File: src/rtl/snapshot_capture_ctrl_if.sv
// BRAM write-port bundle driven by the snapshot capture sequencer.
// The master side drives address, data and write enable; the slave side is the BRAM.
`timescale 1ns/1ps
interface snapshot_capture_ctrl_if #(
  parameter int ADDR_W = 10,
  parameter int DATA_W = 32
);
  logic [ADDR_W-1:0] bram_addr;
  logic [DATA_W-1:0] bram_din;
  logic              bram_we;

  modport master (output bram_addr, output bram_din, output bram_we);
  modport slave  (input  bram_addr, input  bram_din, input  bram_we);
endinterface

File: src/rtl/snapshot_capture_ctrl.sv
// Snapshot capture sequencer: arms on a software edge of ctrl_word[0], waits for a trigger,
// writes a qualified window of samples into BRAM and publishes done/busy/count status.
`timescale 1ns/1ps
module snapshot_capture_ctrl #(
  parameter int ADDR_W = 10,
  parameter int DATA_W = 32
) (
  input  logic                   user_clk,
  input  logic                   user_rst_n,
  input  logic [31:0]            ctrl_word,
  input  logic                   trig_in,
  input  logic                   we_in,
  input  logic [DATA_W-1:0]      din,
  snapshot_capture_ctrl_if.master bram,
  output logic [31:0]            status
);

  typedef enum logic [1:0] {
    ST_IDLE    = 2'd0,
    ST_ARMED   = 2'd1,
    ST_CAPTURE = 2'd2,
    ST_DONE    = 2'd3
  } state_t;

  localparam logic [ADDR_W:0] CNT_FULL = {1'b1, {ADDR_W{1'b0}}};

  state_t              state_reg, state_next;
  logic                arm_q_reg;
  logic [ADDR_W:0]     count_reg, count_next;
  logic [ADDR_W-1:0]   ptr_reg, ptr_next;
  logic                bram_we_reg;
  logic [ADDR_W-1:0]   bram_addr_reg;
  logic [DATA_W-1:0]   bram_din_reg;
  logic [31:0]         status_reg, status_next;

  logic                arm_bit, trig_sel, we_sel, circular;
  logic                arm_edge, valid, trig_hit;
  logic                wr_en;
  logic [ADDR_W:0]     cnt_inc;
  logic                busy_next, done_next;
  logic                ctrl_unused;

  assign arm_bit     = ctrl_word[0];
  assign trig_sel    = ctrl_word[1];
  assign we_sel      = ctrl_word[2];
  assign circular    = ctrl_word[3];
  assign ctrl_unused = ^ctrl_word[31:4];

  // arm_q resets high so an arm bit held through reset is not seen as a new edge.
  assign arm_edge = arm_bit & ~arm_q_reg;
  assign valid    = ~we_sel | we_in;
  assign trig_hit = ~trig_sel | trig_in;

  // Count saturates at the window size so circular captures report a full buffer.
  assign cnt_inc = (count_reg == CNT_FULL) ? CNT_FULL : (count_reg + 1'b1);

  always_comb begin
    state_next = state_reg;
    count_next = count_reg;
    ptr_next   = ptr_reg;
    wr_en      = 1'b0;

    if (arm_edge) begin
      state_next = ST_ARMED;
      count_next = '0;
      ptr_next   = '0;
    end else begin
      case (state_reg)
        ST_ARMED: begin
          if (trig_hit) begin
            state_next = ST_CAPTURE;
            wr_en      = valid;
          end
        end
        ST_CAPTURE: begin
          if (circular && !arm_bit) begin
            state_next = ST_DONE;
          end else begin
            wr_en = valid;
          end
        end
        default: begin
        end
      endcase
    end

    if (wr_en) begin
      count_next = cnt_inc;
      ptr_next   = ptr_reg + 1'b1;
      if (!circular && (cnt_inc == CNT_FULL)) begin
        state_next = ST_DONE;
      end
    end
  end

  // done lags the final write pulse by one cycle; busy follows the next state directly.
  assign busy_next = (state_next == ST_ARMED) || (state_next == ST_CAPTURE);
  assign done_next = (state_reg == ST_DONE) && (state_next == ST_DONE);

  genvar gi;
  generate
    for (gi = 0; gi < 32; gi++) begin : g_status
      if (gi == 31) begin : g_done
        assign status_next[gi] = done_next;
      end else if (gi == 30) begin : g_busy
        assign status_next[gi] = busy_next;
      end else if (gi <= ADDR_W) begin : g_count
        assign status_next[gi] = count_next[gi];
      end else begin : g_zero
        assign status_next[gi] = 1'b0;
      end
    end
  endgenerate

  always_ff @(posedge user_clk or negedge user_rst_n) begin
    if (!user_rst_n) begin
      state_reg     <= ST_IDLE;
      arm_q_reg     <= 1'b1;
      count_reg     <= '0;
      ptr_reg       <= '0;
      bram_we_reg   <= 1'b0;
      bram_addr_reg <= '0;
      bram_din_reg  <= '0;
      status_reg    <= '0;
    end else begin
      state_reg   <= state_next;
      arm_q_reg   <= arm_bit;
      count_reg   <= count_next;
      ptr_reg     <= ptr_next;
      bram_we_reg <= wr_en;
      status_reg  <= status_next;
      if (wr_en) begin
        bram_addr_reg <= ptr_reg;
        bram_din_reg  <= din;
      end
    end
  end

  assign bram.bram_we   = bram_we_reg;
  assign bram.bram_addr = bram_addr_reg;
  assign bram.bram_din  = bram_din_reg;
  assign status         = status_reg;

endmodule
File: src/flat_wrapper.sv
// flat-port wrapper written by rule: the top's interface ports become plain ports
module snapshot_capture_ctrl_flat 
#(
  parameter int ADDR_W = 10,
  parameter int DATA_W = 32
)
  (user_clk, user_rst_n, ctrl_word, trig_in, we_in, din, status, bram_bram_addr, bram_bram_din, bram_bram_we);
  snapshot_capture_ctrl_if #(.ADDR_W(ADDR_W), .DATA_W(DATA_W)) bram_i ();
  input  logic user_clk;
  input  logic user_rst_n;
  input  logic [31:0] ctrl_word;
  input  logic trig_in;
  input  logic we_in;
  input  logic [DATA_W-1:0] din;
  output logic [31:0] status;
  output wire logic [$bits(bram_i.bram_addr)-1:0] bram_bram_addr;
  output wire logic [$bits(bram_i.bram_din)-1:0] bram_bram_din;
  output wire logic [$bits(bram_i.bram_we)-1:0] bram_bram_we;
  assign bram_bram_addr = bram_i.bram_addr;
  assign bram_bram_din = bram_i.bram_din;
  assign bram_bram_we = bram_i.bram_we;
  snapshot_capture_ctrl #(.ADDR_W(ADDR_W), .DATA_W(DATA_W)) u_core (.user_clk(user_clk), .user_rst_n(user_rst_n), .ctrl_word(ctrl_word), .trig_in(trig_in), .we_in(we_in), .din(din), .bram(bram_i), .status(status));
endmodule
File: config.mk
export PLATFORM = sky130hd
export DESIGN_NAME = snapshot_capture_ctrl_flat
export DESIGN_NICKNAME = d
export VERILOG_FILES = /design/src/rtl/snapshot_capture_ctrl_if.sv /design/src/rtl/snapshot_capture_ctrl.sv /design/src/flat_wrapper.sv
export SDC_FILE = /design/constraint.sdc
export NUM_CORES = 1
export LEC_CHECK = 0
export CORE_MARGIN = 2
export CORE_UTILIZATION = 42
export CTS_CLUSTER_SIZE = 10
export DETAILED_ROUTE_END_ITERATION = 6
export PLACE_DENSITY_LB_ADDON = 0.25
export SYNTH_ARGS = -nofsm -noshare
export SYNTH_HDL_FRONTEND = slang
export SYNTH_SLANG_ARGS = --single-unit
File: constraint.sdc
create_clock -name user_clk -period 3.35 [get_ports user_clk]
set_clock_uncertainty 0.2 [all_clocks]
set_input_delay 0.5025 -clock user_clk [delete_from_list [all_inputs] [get_ports user_clk]]
set_output_delay 0.5025 -clock user_clk [all_outputs]
set_load 0.01 [all_outputs]
==> out/qor.yml <==
die:
  fp.dieArea_um2: 8480
  coreArea_um2: 7610
  dieHeight_um: 92.1
  pin_count: 143
  rows: 32
  die_w_um: 92.1
  start_util_pct: 42.9
cells_and_area:
  diodes: 0
  syn2layout_area_growth_pct: 38.6
  n_fill_cell: 644
  nets: 454
  multi_input_area_um2: 1390
  drive_gt1_share_pct: 20.3
  seq_area_um2: 1730
  largest_register_ff_count: 32
timing:
  period_share_pct: 79.1
  rsz0062_at_grt: "false"
  tns_ps: 0
  relSlewSlack_pct: 58.2
  period_needed_ps: 2650
  tightest_slew_ps: 622
  fmax_mhz: 378
  holdWs_ps: 307
  finalSetupViolations: 0
  slew_violations: 0
  finalHoldViolations: 0
  setup_slack_ps: 702
critical_path:
  arrival_ps: 2680
  worst-path-max-fanout: 8
  cp-end-kind: "flip-flop"
  worst_setup_path_start_kind: "flip-flop"
  required_ps: 3380
  path_class: "reg2reg"
  r2r_slack_ps: 700
synth:
  synth_cells: 275
  synth_edf_count: 0
  ys_seq_area_share_pct: 53.0
  yosys.area.top_type_share_pct: 52.2
  synth_cell_type_count: 45
  synth-seq-cells: 69
  synthArstFlopShare_pct: 100
  synth_area_um2: 3260
  synth_ff_type: "dfrtp_1"
  yosysWarnings: 0
  synthTopCellsByArea: "dfrtp_1 52%, mux2_2 15%, buf_4 4.4%"
  synth_area_per_cell_um2: 11.9
  yosys.area.top_type: "dfrtp_1"
routing:
  drt_iter0_drc: 69
  vias_per_cell: 4.97
  ant_nets: 0
  wirelength_mm: 6.94
  post_drt_wl_per_cell_um: 14.3
  post-route-drc-count: 0
  dr.pass1.iters: 4
  vias: 2414
global_route:
  grt_max_degree: 44
  grt-ovfl-total: 0
  grt_pass1_vias: 2429
  grt_pass1_wl_mm: 11.4
  antenna_found_initial: 0
  grt_use_total_pct: 17.1
clock_network:
  tritoncts: "yes"
  clk_pin_slew_ps: 80
  cts_buffer_depth: 2
  cts.sinks: 69
  cts-root-buf: "clkbuf_8"
  numCtsBuffers: 9
  clock_latency_ps: 350
  cts_max_level: 3
  postCtsResizedCells: 0
flow_run:
  max_cap_viol_count: 0
place:
  pre_cts_ws_ps: 473
  dp_hpwl_mm: 4.93
  port_buffers: 95
  gp_congestion: 0.873
pwr:
  ir_drop_uv: 426
  p_per_area_nw_per_um2: 765
  p_leak_uw: 0.00194
worst_hold_path:
  hold_path.class: "reg2reg"
status:
  status: "finished clean"
per-stage QoR:
| stage | instance area, µm² | power [µW] | utilization [%] | std cells |
|---|---|---|---|---|
| after floorplan | 3330 | 2010 | - | 293 |
| after global placement | 4290 | 2690 | 56.3 | 469 |
| after detailed placement | 4290 | 2730 | 56.3 | 469 |
| after CTS | 4520 | 3500 | 59.4 | 486 |
| after global routing | 4520 | 3670 | 59.4 | 486 |
| final | 4520 | 3460 | 59.4 | 486 |
layer usage:
| metal | wire length (µm) | up-vias | track usage, % |
|---|---|---|---|
| li1 | - | 1136 | - |
| met1 | 3030 | 1188 | 21.7 |
| met2 | 3350 | 84 | 27.9 |
| met3 | 475 | 6 | 5.42 |
| met4 | 80 | 0 | 5.72 |
| met5 | 0 | - | 0 |
synthesized netlist by cell type, types with 2 or more instances:
| master | instances |
|---|---|
| nor2b_1 | 3 |
| nand3_1 | 8 |
| buf_4 | 19 |
| a31oi_1 | 4 |
| nand2_1 | 7 |
| a211oi_1 | 2 |
| mux2_2 | 43 |
| and3_1 | 2 |
| clkbuf_1 | 7 |
| and2_1 | 4 |
| ha_1 | 7 |
| nor3_1 | 6 |
| nand4_1 | 7 |
| a22oi_1 | 2 |
| buf_2 | 4 |
| o21ai_0 | 3 |
| inv_1 | 7 |
| xor2_1 | 10 |
| nand2b_1 | 2 |
| nor4_1 | 3 |
| nor2_1 | 23 |
| xnor2_1 | 6 |
| a221oi_1 | 2 |
| dfrtp_1 | 68 |
| a21oi_1 | 6 |
final cells by class:
type	count	area share [%]
Clock buffer	9	2.74
Clock inverter	7	2.19
Inverter	7	0.581
Multi-Input combinational cell	187	30.8
Sequential cell	69	38.2
Tap cell	102	2.82
Timing Repair Buffer	105	22.6
critical path, stage by stage, from the launching register on:
cell and delay (ps):
dfrtp_1 480, or4_4 600, nor2_2 130, a21oi_1 50
or4b_4 530, o31ai_2 270, ha_1 270
logic make-up (layout without fill, tap and decap cells):
family / after synthesis / count (layout) / share of synthesized area [%]
fa+ha+maj: 7 / 7 / 2.69
buf+inv: 37 / 128 / 6.60
xor+xnor: 16 / 16 / 4.30
mux: 43 / 43 / 14.9
flops: 69 / 69 / 53.0
compound gates: 24 / 24 / 4.95
other cells: 1 / 19 / 0.115
simple gates: 78 / 78 / 13.5
placed cells by master (no fill, tap or decap), types with 2 or more instances in the layout:
master	netlist	final
mux2_2	43	43
a22oi_1	2	2
o21ai_0	3	3
and2_1	4	4
bufinv_16	0	2
nor4_1	3	3
a211oi_1	2	2
nand2b_1	2	2
clkinv_4	0	2
nor2b_1	3	3
xor2_1	10	10
nand4_1	7	7
conb_1	1	19
dfrtp_1	68	68
and3_1	2	2
clkbuf_8	0	9
ha_1	7	7
xnor2_1	6	6
nand3_1	8	8
inv_1	7	7
a21oi_1	6	6
nor3_1	6	6
buf_4	19	9
nor2_1	23	23
a31oi_1	4	4
nand2_1	7	7
a221oi_1	2	2
clkdlybuf4s50_1	0	94
worst paths after layout:
kind	cells after the start	end	startpoint
worst max-delay path	6	u_core.status[30]	u_core.count_reg[3]
worst min-delay path	1	u_core.bram.bram_din[21]	u_core.bram.bram_din[21]
worst max register to register	6	u_core.status[30]	u_core.count_reg[3]
worst min register to register	1	u_core.bram.bram_din[21]	u_core.bram.bram_din[21]
max in group asynchronous	3	u_core.bram.bram_din[4]	user_rst_n
min in group asynchronous	2	u_core.count_reg[8]	user_rst_n
repair_timing:
action,CTS,global route
setup buffers,0,0
hold endpoints to repair,23,0
hold buffers,1,0
where the power goes:
group	switching, µW	total (µW)	internal (µW)
Combinational	626	1460	834
Sequential	141	1240	1090
Clock	339	761	423
Power figures use the tool's default switching activity.
